### config.mk
export PLATFORM = sky130hd
export DESIGN_NAME = decode_unit
export DESIGN_NICKNAME = d
export VERILOG_FILES = /design/src/rtl/decode_unit_pkg.sv /design/src/rtl/decode_format_table.sv /design/src/rtl/decode_unit.sv
export SDC_FILE = /design/constraint.sdc
export NUM_CORES = 1
export LEC_CHECK = 0
export CAP_MARGIN = 20
export CORE_UTILIZATION = 46
export CTS_CLUSTER_DIAMETER = 50
export DETAILED_ROUTE_END_ITERATION = 7
export PLACE_DENSITY_LB_ADDON = 0.12
export SYNTH_ARGS = -nofsm -noshare
export SYNTH_HDL_FRONTEND = slang
export SYNTH_SLANG_ARGS = --single-unit
### constraint.sdc
create_clock -name clock_i -period 1.7 [get_ports clock_i]
set_clock_uncertainty 0.2 [all_clocks]
set_input_delay 0.17 -clock clock_i [delete_from_list [all_inputs] [get_ports clock_i]]
set_output_delay 0.17 -clock clock_i [all_outputs]
set_load 0.02 [all_outputs]
### src/rtl/decode_unit_pkg.sv
// Shared widths, format one-hot codes, functional-unit and access codes for the decode pipeline.
package decode_unit_pkg;

   localparam int unsigned AddressWidth         = 64;
   localparam int unsigned InstructionWidth     = 32;
   localparam int unsigned PidSize              = 20;
   localparam int unsigned TidSize              = 16;
   localparam int unsigned InstCounterWidth     = 64;
   localparam int unsigned InstMinIdWidth       = 7;
   localparam int unsigned OpcodeSize           = 12;
   localparam int unsigned RegAccessPatternSize = 2;
   localparam int unsigned FuncUnitCodeSize     = 3;
   localparam int unsigned FormatWidth          = 25;
   localparam int unsigned OperandWidth         = 5;
   localparam int unsigned ImmWidth             = 64;
   localparam int unsigned BodyWidth            = 4 * OperandWidth + ImmWidth;

   typedef logic [FormatWidth-1:0] format_t;
   typedef logic [5:0]             primary_t;

   localparam format_t FmtI   = 25'h000_0001;
   localparam format_t FmtB   = 25'h000_0002;
   localparam format_t FmtXL  = 25'h000_0004;
   localparam format_t FmtDX  = 25'h000_0008;
   localparam format_t FmtSC  = 25'h000_0010;
   localparam format_t FmtD   = 25'h000_0020;
   localparam format_t FmtX   = 25'h000_0040;
   localparam format_t FmtXO  = 25'h000_0080;
   localparam format_t FmtZ23 = 25'h000_0100;
   localparam format_t FmtA   = 25'h000_0200;
   localparam format_t FmtXS  = 25'h000_0400;
   localparam format_t FmtXFX = 25'h000_0800;
   localparam format_t FmtDS  = 25'h000_1000;
   localparam format_t FmtDQ  = 25'h000_2000;
   localparam format_t FmtVA  = 25'h000_4000;
   localparam format_t FmtVX  = 25'h000_8000;
   localparam format_t FmtVC  = 25'h001_0000;
   localparam format_t FmtMD  = 25'h002_0000;
   localparam format_t FmtMDS = 25'h004_0000;
   localparam format_t FmtXFL = 25'h008_0000;
   localparam format_t FmtZ22 = 25'h010_0000;
   localparam format_t FmtXX2 = 25'h020_0000;
   localparam format_t FmtXX3 = 25'h040_0000;

   typedef enum logic [FuncUnitCodeSize-1:0] {
      FuFx = 3'd0,
      FuLs = 3'd1,
      FuBr = 3'd2,
      FuFp = 3'd3
   } fu_e;

   localparam logic [1:0] RwNone      = 2'b00;
   localparam logic [1:0] RwRead      = 2'b01;
   localparam logic [1:0] RwWrite     = 2'b10;
   localparam logic [1:0] RwReadWrite = 2'b11;

   localparam primary_t OpTdi   = 6'd2;
   localparam primary_t OpTwi   = 6'd3;
   localparam primary_t OpCmpli = 6'd10;
   localparam primary_t OpCmpi  = 6'd11;
   localparam primary_t OpAddi  = 6'd14;
   localparam primary_t OpAddis = 6'd15;
   localparam primary_t OpBc    = 6'd16;
   localparam primary_t OpOris  = 6'd25;
   localparam primary_t OpXoris = 6'd27;
   localparam primary_t OpAndis = 6'd29;
   localparam primary_t OpX31   = 6'd31;
   localparam primary_t OpLsLo  = 6'd32;
   localparam primary_t OpFp59  = 6'd59;
   localparam primary_t OpFp63  = 6'd63;

   localparam logic [4:0] XoIsel = 5'd15;
   localparam logic [4:0] XoFsel = 5'd23;

   function automatic logic is_d_form(input primary_t op);
      return op inside {6'd2, 6'd3, 6'd7, 6'd8, [6'd10:6'd15], [6'd24:6'd29], [6'd32:6'd55]};
   endfunction

   function automatic logic is_fp_a_xo(input logic [4:0] xo);
      return xo inside {5'd18, 5'd20, 5'd21, 5'd22, 5'd24, 5'd25, 5'd26,
                        5'd28, 5'd29, 5'd30, 5'd31};
   endfunction

   function automatic logic is_store(input primary_t op);
      return op inside {[6'd36:6'd39], 6'd44, 6'd45, 6'd47, [6'd52:6'd55]};
   endfunction

endpackage

### src/rtl/decode_format_table.sv
// Combinational lookup from primary opcode and bits 26:30 to format, unit, internal opcode.
module decode_format_table
   import decode_unit_pkg::*;
(
   input  logic [5:0]             primary_i,
   input  logic [4:0]             xo_i,
   output logic [FormatWidth-1:0] format_o,
   output fu_e                    fu_o,
   output logic [OpcodeSize-1:0]  opcode_o,
   output logic                   supported_o
);

   always_comb begin
      format_o    = '0;
      fu_o        = FuFx;
      opcode_o    = {primary_i, 6'b000000};
      supported_o = 1'b0;
      case (primary_i)
         OpFp59, OpFp63: begin
            if (is_fp_a_xo(xo_i) || (primary_i == OpFp63 && xo_i == XoFsel)) begin
               format_o    = FmtA;
               fu_o        = FuFp;
               opcode_o    = {primary_i, 1'b0, xo_i};
               supported_o = 1'b1;
            end
         end
         OpX31: begin
            if (xo_i == XoIsel) begin
               format_o    = FmtA;
               fu_o        = FuFx;
               opcode_o    = {primary_i, 1'b0, xo_i};
               supported_o = 1'b1;
            end
         end
         OpBc: begin
            format_o    = FmtB;
            fu_o        = FuBr;
            supported_o = 1'b1;
         end
         default: begin
            if (is_d_form(primary_i)) begin
               format_o    = FmtD;
               fu_o        = (primary_i >= OpLsLo) ? FuLs : FuFx;
               supported_o = 1'b1;
            end
         end
      endcase
   end

endmodule

### src/rtl/decode_unit.sv
// Three-stage PowerPC decoder: register inputs, classify primary/XO, extract operands.
module decode_unit
   import decode_unit_pkg::*;
(
   input  logic                            clock_i,
   input  logic                            reset_i,
   input  logic                            enable_i,
   input  logic                            stall_i,
   input  logic [InstructionWidth-1:0]     instruction_i,
   input  logic [AddressWidth-1:0]         instructionAddress_i,
   input  logic                            is64Bit_i,
   input  logic [PidSize-1:0]              instructionPid_i,
   input  logic [TidSize-1:0]              instructionTid_i,
   input  logic [InstCounterWidth-1:0]     instructionMajId_i,
   output logic                            enableOut,
   output logic [FormatWidth-1:0]          instFormat_o,
   output logic [OpcodeSize-1:0]           opcodeOut,
   output logic [AddressWidth-1:0]         addressOut,
   output logic                            is64BitOut,
   output logic [PidSize-1:0]              pidOut,
   output logic [TidSize-1:0]              tidOut,
   output logic [InstCounterWidth-1:0]     majIDOut,
   output logic [InstMinIdWidth-1:0]       minIDOut,
   output logic [FuncUnitCodeSize-1:0]     funcUnitTypeOut,
   output logic [RegAccessPatternSize-1:0] op1rwOut,
   output logic [RegAccessPatternSize-1:0] op2rwOut,
   output logic [RegAccessPatternSize-1:0] op3rwOut,
   output logic [RegAccessPatternSize-1:0] op4rwOut,
   output logic                            op1IsRegOut,
   output logic                            op2IsRegOut,
   output logic                            op3IsRegOut,
   output logic                            op4IsRegOut,
   output logic [BodyWidth-1:0]            bodyOut
);

   typedef struct packed {
      logic [AddressWidth-1:0]     addr;
      logic                        is64;
      logic [PidSize-1:0]          pid;
      logic [TidSize-1:0]          tid;
      logic [InstCounterWidth-1:0] maj;
   } meta_t;

   // Stage 1: input register.
   logic                        s1_valid_q;
   logic [InstructionWidth-1:0] s1_instr_q;
   meta_t                       s1_meta_q;

   always_ff @(posedge clock_i or negedge reset_i) begin
      if (!reset_i) begin
         s1_valid_q <= 1'b0;
         s1_instr_q <= '0;
         s1_meta_q  <= '0;
      end else if (!stall_i) begin
         s1_valid_q <= enable_i;
         s1_instr_q <= instruction_i;
         s1_meta_q  <= '{addr: instructionAddress_i, is64: is64Bit_i, pid: instructionPid_i,
                         tid: instructionTid_i, maj: instructionMajId_i};
      end
   end

   // Stage 2: format classification.
   logic [FormatWidth-1:0] tbl_format;
   fu_e                    tbl_fu;
   logic [OpcodeSize-1:0]  tbl_opcode;
   logic                   tbl_supported;

   decode_format_table u_format_table (
      .primary_i   (s1_instr_q[31:26]),
      .xo_i        (s1_instr_q[5:1]),
      .format_o    (tbl_format),
      .fu_o        (tbl_fu),
      .opcode_o    (tbl_opcode),
      .supported_o (tbl_supported)
   );

   logic                        s2_valid_q;
   logic [InstructionWidth-1:0] s2_instr_q;
   meta_t                       s2_meta_q;
   logic [FormatWidth-1:0]      s2_format_q;
   fu_e                         s2_fu_q;
   logic [OpcodeSize-1:0]       s2_opcode_q;

   always_ff @(posedge clock_i or negedge reset_i) begin
      if (!reset_i) begin
         s2_valid_q  <= 1'b0;
         s2_instr_q  <= '0;
         s2_meta_q   <= '0;
         s2_format_q <= '0;
         s2_fu_q     <= FuFx;
         s2_opcode_q <= '0;
      end else if (!stall_i) begin
         s2_valid_q  <= s1_valid_q & tbl_supported;
         s2_instr_q  <= s1_instr_q;
         s2_meta_q   <= s1_meta_q;
         s2_format_q <= tbl_format;
         s2_fu_q     <= tbl_fu;
         s2_opcode_q <= tbl_opcode;
      end
   end

   // Stage 3: operand extraction.
   logic [5:0]        s2_primary;
   logic [4:0]        s2_xo;
   logic [4:0]        s2_ra;
   logic              ra_zero;
   logic              logical;
   logic              shift16;
   logic              ls;
   logic              update;
   logic [63:0]       d_ext;
   logic              use2, use3, use4;
   logic [3:0][1:0]   rw_d;
   logic [3:0]        isreg_d;
   logic [3:0][4:0]   opnd_d;
   logic [63:0]       imm_d;

   assign s2_primary = s2_instr_q[31:26];
   assign s2_xo      = s2_instr_q[5:1];
   assign s2_ra      = s2_instr_q[20:16];
   assign ra_zero    = (s2_ra == 5'd0);
   assign logical    = (s2_primary >= 6'd24) && (s2_primary <= 6'd29);
   assign shift16    = s2_primary inside {OpAddis, OpOris, OpXoris, OpAndis};
   assign ls         = (s2_primary >= OpLsLo);
   assign update     = ls && s2_primary[0];
   assign d_ext      = logical ? {48'b0, s2_instr_q[15:0]}
                               : {{48{s2_instr_q[15]}}, s2_instr_q[15:0]};

   always_comb begin
      opnd_d    = '0;
      opnd_d[0] = s2_instr_q[25:21];
      opnd_d[1] = s2_instr_q[20:16];
      rw_d      = '0;
      isreg_d   = '0;
      imm_d     = '0;
      use2      = 1'b0;
      use3      = 1'b0;
      use4      = 1'b0;
      if (s2_format_q == FmtA) begin
         opnd_d[2]  = s2_instr_q[15:11];
         opnd_d[3]  = s2_instr_q[10:6];
         rw_d[0]    = RwWrite;
         isreg_d[0] = 1'b1;
         if (s2_primary == OpX31) begin
            // isel: RA=0 selects literal zero; BC names a CR bit, not a register.
            rw_d[1]    = RwRead;
            isreg_d[1] = !ra_zero;
            rw_d[2]    = RwRead;
            isreg_d[2] = 1'b1;
            rw_d[3]    = RwRead;
         end else begin
            case (s2_xo)
               5'd18, 5'd20, 5'd21: begin use2 = 1'b1; use3 = 1'b1; end
               5'd25:               begin use2 = 1'b1; use4 = 1'b1; end
               5'd22, 5'd24, 5'd26: begin use3 = 1'b1; end
               default:             begin use2 = 1'b1; use3 = 1'b1; use4 = 1'b1; end
            endcase
            rw_d[1]    = use2 ? RwRead : RwNone;
            rw_d[2]    = use3 ? RwRead : RwNone;
            rw_d[3]    = use4 ? RwRead : RwNone;
            isreg_d[1] = use2;
            isreg_d[2] = use3;
            isreg_d[3] = use4;
         end
      end else if (s2_format_q == FmtB) begin
         opnd_d[2] = {3'b000, s2_instr_q[1], s2_instr_q[0]};
         rw_d[1]   = RwRead;
         imm_d     = {{48{s2_instr_q[15]}}, s2_instr_q[15:2], 2'b00};
      end else if (s2_format_q == FmtD) begin
         imm_d      = shift16 ? {d_ext[47:0], 16'h0000} : d_ext;
         isreg_d[0] = !(s2_primary inside {OpTdi, OpTwi, OpCmpli, OpCmpi});
         isreg_d[1] = !(ra_zero && (s2_primary == OpAddi || s2_primary == OpAddis ||
                                    (ls && !s2_primary[0])));
         if (logical) begin
            rw_d[0] = RwRead;
            rw_d[1] = RwWrite;
         end else if (is_store(s2_primary)) begin
            rw_d[0] = RwRead;
            rw_d[1] = update ? RwReadWrite : RwRead;
         end else begin
            rw_d[0] = RwWrite;
            rw_d[1] = update ? RwReadWrite : RwRead;
         end
      end
   end

   logic                   out_valid_q;
   logic [FormatWidth-1:0] out_format_q;
   logic [OpcodeSize-1:0]  out_opcode_q;
   fu_e                    out_fu_q;
   meta_t                  out_meta_q;
   logic [3:0][1:0]        out_rw_q;
   logic [3:0]             out_isreg_q;
   logic [BodyWidth-1:0]   out_body_q;

   always_ff @(posedge clock_i or negedge reset_i) begin
      if (!reset_i) begin
         out_valid_q  <= 1'b0;
         out_format_q <= '0;
         out_opcode_q <= '0;
         out_fu_q     <= FuFx;
         out_meta_q   <= '0;
         out_rw_q     <= '0;
         out_isreg_q  <= '0;
         out_body_q   <= '0;
      end else if (!stall_i) begin
         out_valid_q  <= s2_valid_q;
         out_format_q <= s2_format_q;
         out_opcode_q <= s2_opcode_q;
         out_fu_q     <= s2_fu_q;
         out_meta_q   <= s2_meta_q;
         out_rw_q     <= rw_d;
         out_isreg_q  <= isreg_d;
         out_body_q   <= {opnd_d[0], opnd_d[1], opnd_d[2], opnd_d[3], imm_d};
      end
   end

   assign enableOut       = out_valid_q;
   assign instFormat_o    = out_format_q;
   assign opcodeOut       = out_opcode_q;
   assign funcUnitTypeOut = out_fu_q;
   assign addressOut      = out_meta_q.addr;
   assign is64BitOut      = out_meta_q.is64;
   assign pidOut          = out_meta_q.pid;
   assign tidOut          = out_meta_q.tid;
   assign majIDOut        = out_meta_q.maj;
   assign minIDOut        = '0;
   assign op1rwOut        = out_rw_q[0];
   assign op2rwOut        = out_rw_q[1];
   assign op3rwOut        = out_rw_q[2];
   assign op4rwOut        = out_rw_q[3];
   assign op1IsRegOut     = out_isreg_q[0];
   assign op2IsRegOut     = out_isreg_q[1];
   assign op3IsRegOut     = out_isreg_q[2];
   assign op4IsRegOut     = out_isreg_q[3];
   assign bodyOut         = out_body_q;

endmodule

Word level (Yosys, flattened, before mapping)

Index checks and enable logic that the tools add are counted.

Flip-flop bits (word level): 738
Output and inout port bits: 309

$lt $le $gt $ge: 13
Equal/unequal tests: 44
Mux-type cells: 50
Bitwise logic cells: 1
Reduce and logical (&&, ||, !) cells: 26

Operators by type and width:

| cell                                                | count |
|---|---|
| two-way mux 64 bit                                  | 5 |
| == test 5 bit, second input constant                | 19 |
| one-hot mux 25 bit (3 select lines)                 | 1 |
| == test 6 x 5 -> 1 bit, second input constant       | 6 |
| == test 6 x 4 -> 1 bit, second input constant       | 5 |
| == test 6 bit, second input constant                | 5 |
| == test 25 x 10 -> 1 bit, second input constant     | 1 |
| == test 25 x 2 -> 1 bit, second input constant      | 1 |
| == test 25 x 6 -> 1 bit, second input constant      | 1 |
| two-way mux 5 bit                                   | 5 |
| == test 6 x 2 -> 1 bit, second input constant       | 4 |
| >= comparator 6 bit, second input constant          | 4 |
| two-way mux 2 bit                                   | 11 |
| two-way mux 10 bit                                  | 2 |
| <= comparator 6 bit, second input constant          | 3 |
| two-way mux 1 bit                                   | 17 |
| two-way mux 4 bit                                   | 4 |
| >= comparator 6 x 5 -> 1 bit, second input constant | 2 |
| <= comparator 6 x 5 -> 1 bit, second input constant | 2 |
| nonzero test 11 bit                                 | 1 |
| logical AND 1 bit                                   | 10 |
| one-hot mux 5 bit (2 select lines)                  | 1 |
| one-hot mux 3 bit (3 select lines)                  | 1 |
| nonzero test 4 bit                                  | 2 |
| 16 further kinds                                    | 21 |

Depth between registers and ports, before layout

Depth after elaboration: 8
Gate-level depth with buffers: 7

Modules after synthesis

A second synthesis with hierarchy kept.

Cell total of the unflattened synthesis: 1716
Area total of the unflattened synthesis: 27257.4 µm²

Modules (own cells, without submodules):

| module              | instances | cells each | area each (µm²) |
|---|---|---|---|
| decode_unit         | 1         | 1658       | 26843.2 |
| decode_format_table | 1         | 58         | 414.1 |

Least setup slack after synthesis

No wires, ideal clock.

Path type: register to register
Start: reg s2_instr_q[28]
End: reg out_body_q[6] (netlist: bodyOut[6])
Arrival time: 1.496 ns
Data required time: 1.434 ns
Setup slack: -0.062 ns
Stages on the path, launching flop included: 8
Buffers on the path: 2
Path through: dfrtp_1 > buf_2 > and3b_1 > o2111ai_4 > nand2_2 > a21boi_4 > buf_6 > a22o_1

Cells in the longest elaborated chain, start to end: 6

Ends and longest elaborated chain:

| what                                                                    | line               | RTL |
|---|---|---|
| from (decl)                                                             | decode_unit.sv:78  | `logic [InstructionWidth-1:0] s2_instr_q;` |
| from (signal assigned)                                                  | decode_unit.sv:94  | `s2_instr_q <= s1_instr_q;` |
| == test 6 x 4 -> 1 bit / == test 6 x 5 -> 1 bit (equally long branches) | decode_unit.sv:123 | `assign shift16 = s2_primary inside {OpAddis, OpOris, OpXoris, OpAndis};` |
| nonzero test 4 bit (*)                                                  | decode_unit.sv:123 |  |
| two-way mux 64 bit (*)                                                  | decode_unit.sv:170 | `imm_d = shift16 ? {d_ext[47:0], 16'h0000} : d_ext;` |
| two-way mux 64 bit (*)                                                  | decode_unit.sv:169 | `end else if (s2_format_q == FmtD) begin` |
| two-way mux 64 bit (*)                                                  | decode_unit.sv:165 | `end else if (s2_format_q == FmtB) begin` |
| two-way mux 64 bit (*)                                                  | decode_unit.sv:139 | `if (s2_format_q == FmtA) begin` |
| to (signal assigned)                                                    | decode_unit.sv:214 | `out_body_q <= {opnd_d[0], opnd_d[1], opnd_d[2], opnd_d[3], imm_d};` |
| to (decl)                                                               | decode_unit.sv:194 | `logic [BodyWidth-1:0] out_body_q;` |

Every way passes the cells marked *; elsewhere a longest branch is shown, timed or not.
A chain may end at the register's enable or synchronous reset.

Worst setup path after layout

Start: reg out_body_q[63] (netlist: bodyOut[63])
End: out bodyOut[63]

RTL lines:

| what      | line              | RTL |
|---|---|---|
| to (decl) | decode_unit.sv:33 | `output logic [BodyWidth-1:0] bodyOut` |

No word-level cell between the ends.

==> flow_summary.yaml <==
status:
  status: "finished with violations"
  violations: "negative setup slack"
synth:
  synth_top_area_share: 0.6516
  yosys.cell_types.count: 51
  ys_seq_area_frac: 0.6516
  async_reset_ff_frac: 1.000
  synth_edf_count: 0
  netlist_instances: 1607
  synthDominantAreaCellType: "dfrtp_1"
  syn_area_mm2: 0.02496
  postSynthAreaPerCell_um2: 15.53
  yosys_warnings: 0
  ys_top_cells_by_area: "dfrtp_1 (65%), mux2_2 (17%), mux2_1 (9.1%), buf_4 (2.0%), buf_2 (1.2%)"
  synth_ff_type: "dfrtp_1"
  synth_seq_cells: 650
drt:
  wire_per_inst_um: 18.13
  vias_per_cell: 4.943
  drtIter0Drc: 586
  wl_um: 56000
  routed-via-count: 15264
  dr.pass1.iters: 5
  postRouteAntennaNets: 0
  drc_errors: 0
clock_network:
  cts_tree: "yes"
  clockBufferDepth: 3
  cts.root.buffer_cell: "clkbuf_16"
  htree_levels: 3
  clock_latency_ps: 600
  clkTransAtPathRegs_ps: 60
  cts_sinks: 650
  numCtsBuffers: 73
finish:
  multiInputGateArea_mm2: 0.008034
  finalNonFillerCells: 3088
  register_area_mm2: 0.01627
  fillers: 3823
  drive_above_1_share: 0.3416
  syn2layout_area_growth_pct: 41.56
  utilization: 0.6580
  fin_nets: 2537
timing:
  finalCritPeriodShare: 1.029
  hold_viol: 0
  fmax_ghz: 0.5715
  fin_ws_ps: -49.80
  min_period_ps: 1750
  rsz0062_at_grt: "true"
  maxSlewViolCount: 0
  finalSetupViolations: 33
grt:
  grt.total_usage: 0.2077
  first_global_vias: 16803
  grt_pass1_wl_um: 90820
  grt_max_degree: 79
  grt_remaining_overflow: 0
  antenna_found_initial: 6
floorplanning:
  die_w_um: 235.0
  start_util: 0.4648
  core-area_mm2: 0.05371
  die_h_um: 235.0
  num_rows: 85
  die-area_mm2: 0.05520
  top_level_ports: 510
worst_setup_path:
  cp.arrival_ps: 1380
  cp_max_fo: 16
  worstSetupEndpointType: "output port"
  critPathLaunchType: "flip-flop"
  critPathKind: "flip-flop to output port"
  cp_data_required_time_ps: 1330
placement:
  pre_cts_slack_ps: 18.88
  dp.cells: 2759
  portBuffers: 476
  gp_congestion: 0.7849
  hpwl_um: 39090
worst_hold_path:
  worstHoldPathType: "input port to flip-flop"
power_and_ir_drop:
  ir_worst_vdd_uv: 769.3
  p_per_area_mw_per_mm2: 1205
  leakagePower_nw: 15.41
job:
  maxCapViolCount: 0
[sequential cells by signal, summed over array words and instances (netlist names)]
| signal | count |
|---|---|
| pidOut | 20 |
| s2_meta_q | 165 |
| s2_opcode_q | 5 |
| funcUnitTypeOut | 2 |
| s2_fu_q | 2 |
| s2_instr_q | 32 |
| out_isreg_q | 4 |
| bodyOut | 53 |
| s2_valid_q | 1 |
| s1_valid_q | 1 |
| opcodeOut | 11 |
| enableOut | 1 |
| op2rwOut | 2 |
| tidOut | 16 |
| s1_meta_q | 165 |
| majIDOut | 64 |
| op4rwOut | 1 |
| s1_instr_q | 32 |
| s2_format_q | 3 |
| op1rwOut | 2 |
| addressOut | 64 |
| is64BitOut | 1 |
| instFormat_o | 3 |
[power by group]
group          switching (mW)  leakage, nW  internal (mW)
registers                1.28         7.75           17.7
clock network            6.21         1.18           9.45
logic                    3.90         6.49           4.02
[through the flow]
| step | TNS (ps) | power, mW | hold slack, ps | cell area, µm² |
|---|---|---|---|---|
| final | -1519 | 42.57 | 26.55 | 35340 |
| after global routing | -4956 | 44.46 | 2.476 | 35340 |
| after CTS | -3240 | 43.15 | 0.2494 | 35440 |
| after detailed placement | 0 | 27.39 | -79.65 | 31090 |
| after global placement | 0 | 27.13 | -82.19 | 31090 |
| after floorplan | -445.0 | 23.12 | -325.6 | 25100 |
[metal layers]
layer	global-route usage	part of all wire	up-vias
met1	0.2632	0.42	7748
met2	0.3385	0.49	388
met5	0	0.00071	-
met4	0.06619	0.024	6
met3	0.06673	0.067	95
li1	-	-	7027
[cells by family after synthesis]
family                 count (synthesis)  synth area share
AO/OA/AOI/OAI                        109           0.02837
buffers and inverters                152           0.03589
flip-flops                           650            0.6516
multiplexers                         583            0.2629
other                                  1         0.0001502
AND/OR/NAND/NOR                      112           0.02110
[path summary, 6_finish.rpt]
kind                       slack, ps                   start              to  cells after the start
max in group asynchronous        150                 reset_i  addressOut[51]                      5
hold / removal                    30  instructionMajId_i[54]   s1_meta_q[54]                      2
setup reg to reg                 -20          s2_instr_q[28]     op1rwOut[1]                      7
hold reg to reg                  280           s2_meta_q[29]    majIDOut[29]                      1
setup / recovery                 -50             bodyOut[63]     bodyOut[63]                      2
min in group asynchronous        420                 reset_i     majIDOut[0]                      3
[synth_stat cells (all sizes together) (2+ instances only)]
cell type and count:
nor2 24, nand3 3, a22oi 2, inv 4
buf 127, a21boi 2, o22ai 2, a32o 2
nand3b 3, nand2b 10, nor3b 2, o21ai 44
nor3 3, dfrtp 650, nand4 3, a21oi 25
nor2b 3, mux2 581, a21o 3, mux2i 2
clkbuf 20, a22o 19, nand2 52
[cells in the final DEF (no fill, tap or decap), types with 3 or more instances in the layout]
| master | n |
|---|---|
| dfrtp_1 | 649 |
| clkbuf_2 | 49 |
| dlygate4sd3_1 | 193 |
| o21ai_2 | 3 |
| clkbuf_1 | 16 |
| clkinv_8 | 3 |
| mux2_2 | 379 |
| buf_6 | 3 |
| buf_4 | 56 |
| inv_6 | 6 |
| clkdlybuf4s15_2 | 103 |
| diode_2 | 3 |
| clkinv_2 | 8 |
| nor2_2 | 11 |
| nand4_1 | 3 |
| inv_1 | 4 |
| nand2_2 | 3 |
| buf_2 | 36 |
| conb_1 | 33 |
| clkdlybuf4s50_1 | 198 |
| clkbuf_8 | 11 |
| nand3b_1 | 3 |
| clkinvlp_4 | 3 |
| o21ai_0 | 10 |
| a22o_1 | 19 |
| clkdlybuf4s15_1 | 85 |
| buf_12 | 42 |
| nand2b_1 | 9 |
| nand2_1 | 49 |
| a21oi_1 | 24 |
| o21ai_1 | 31 |
| clkbuf_16 | 74 |
| nor2_1 | 11 |
| mux2_1 | 202 |
| bufinv_16 | 6 |
| a21o_1 | 3 |
[worst max-delay path, stage by stage (launching register included)]
cell,delay [ps]
dfrtp_2,470
buf_16,160
buf_2,150
[area by class of cell]
type | instances | area share
clock inverter | 27 | 0.009985
clock buffer | 101 | 0.05839
antenna | 3 | 0.0002124
multi-input combinational | 837 | 0.2273
tap | 696 | 0.02464
timing repair buffer | 769 | 0.2186
inverter | 5 | 0.0005311
sequential | 650 | 0.4603
[what timing repair did]
action,CTS,global route
resized for setup,712,113
pin swaps,0,12
gates cloned,1,0
hold buffers,193,0
setup endpoints to repair,278,234
hold endpoints to repair,929,0
buffers inserted,1,3
No activity file was read; power rests on OpenSTA's default activity.
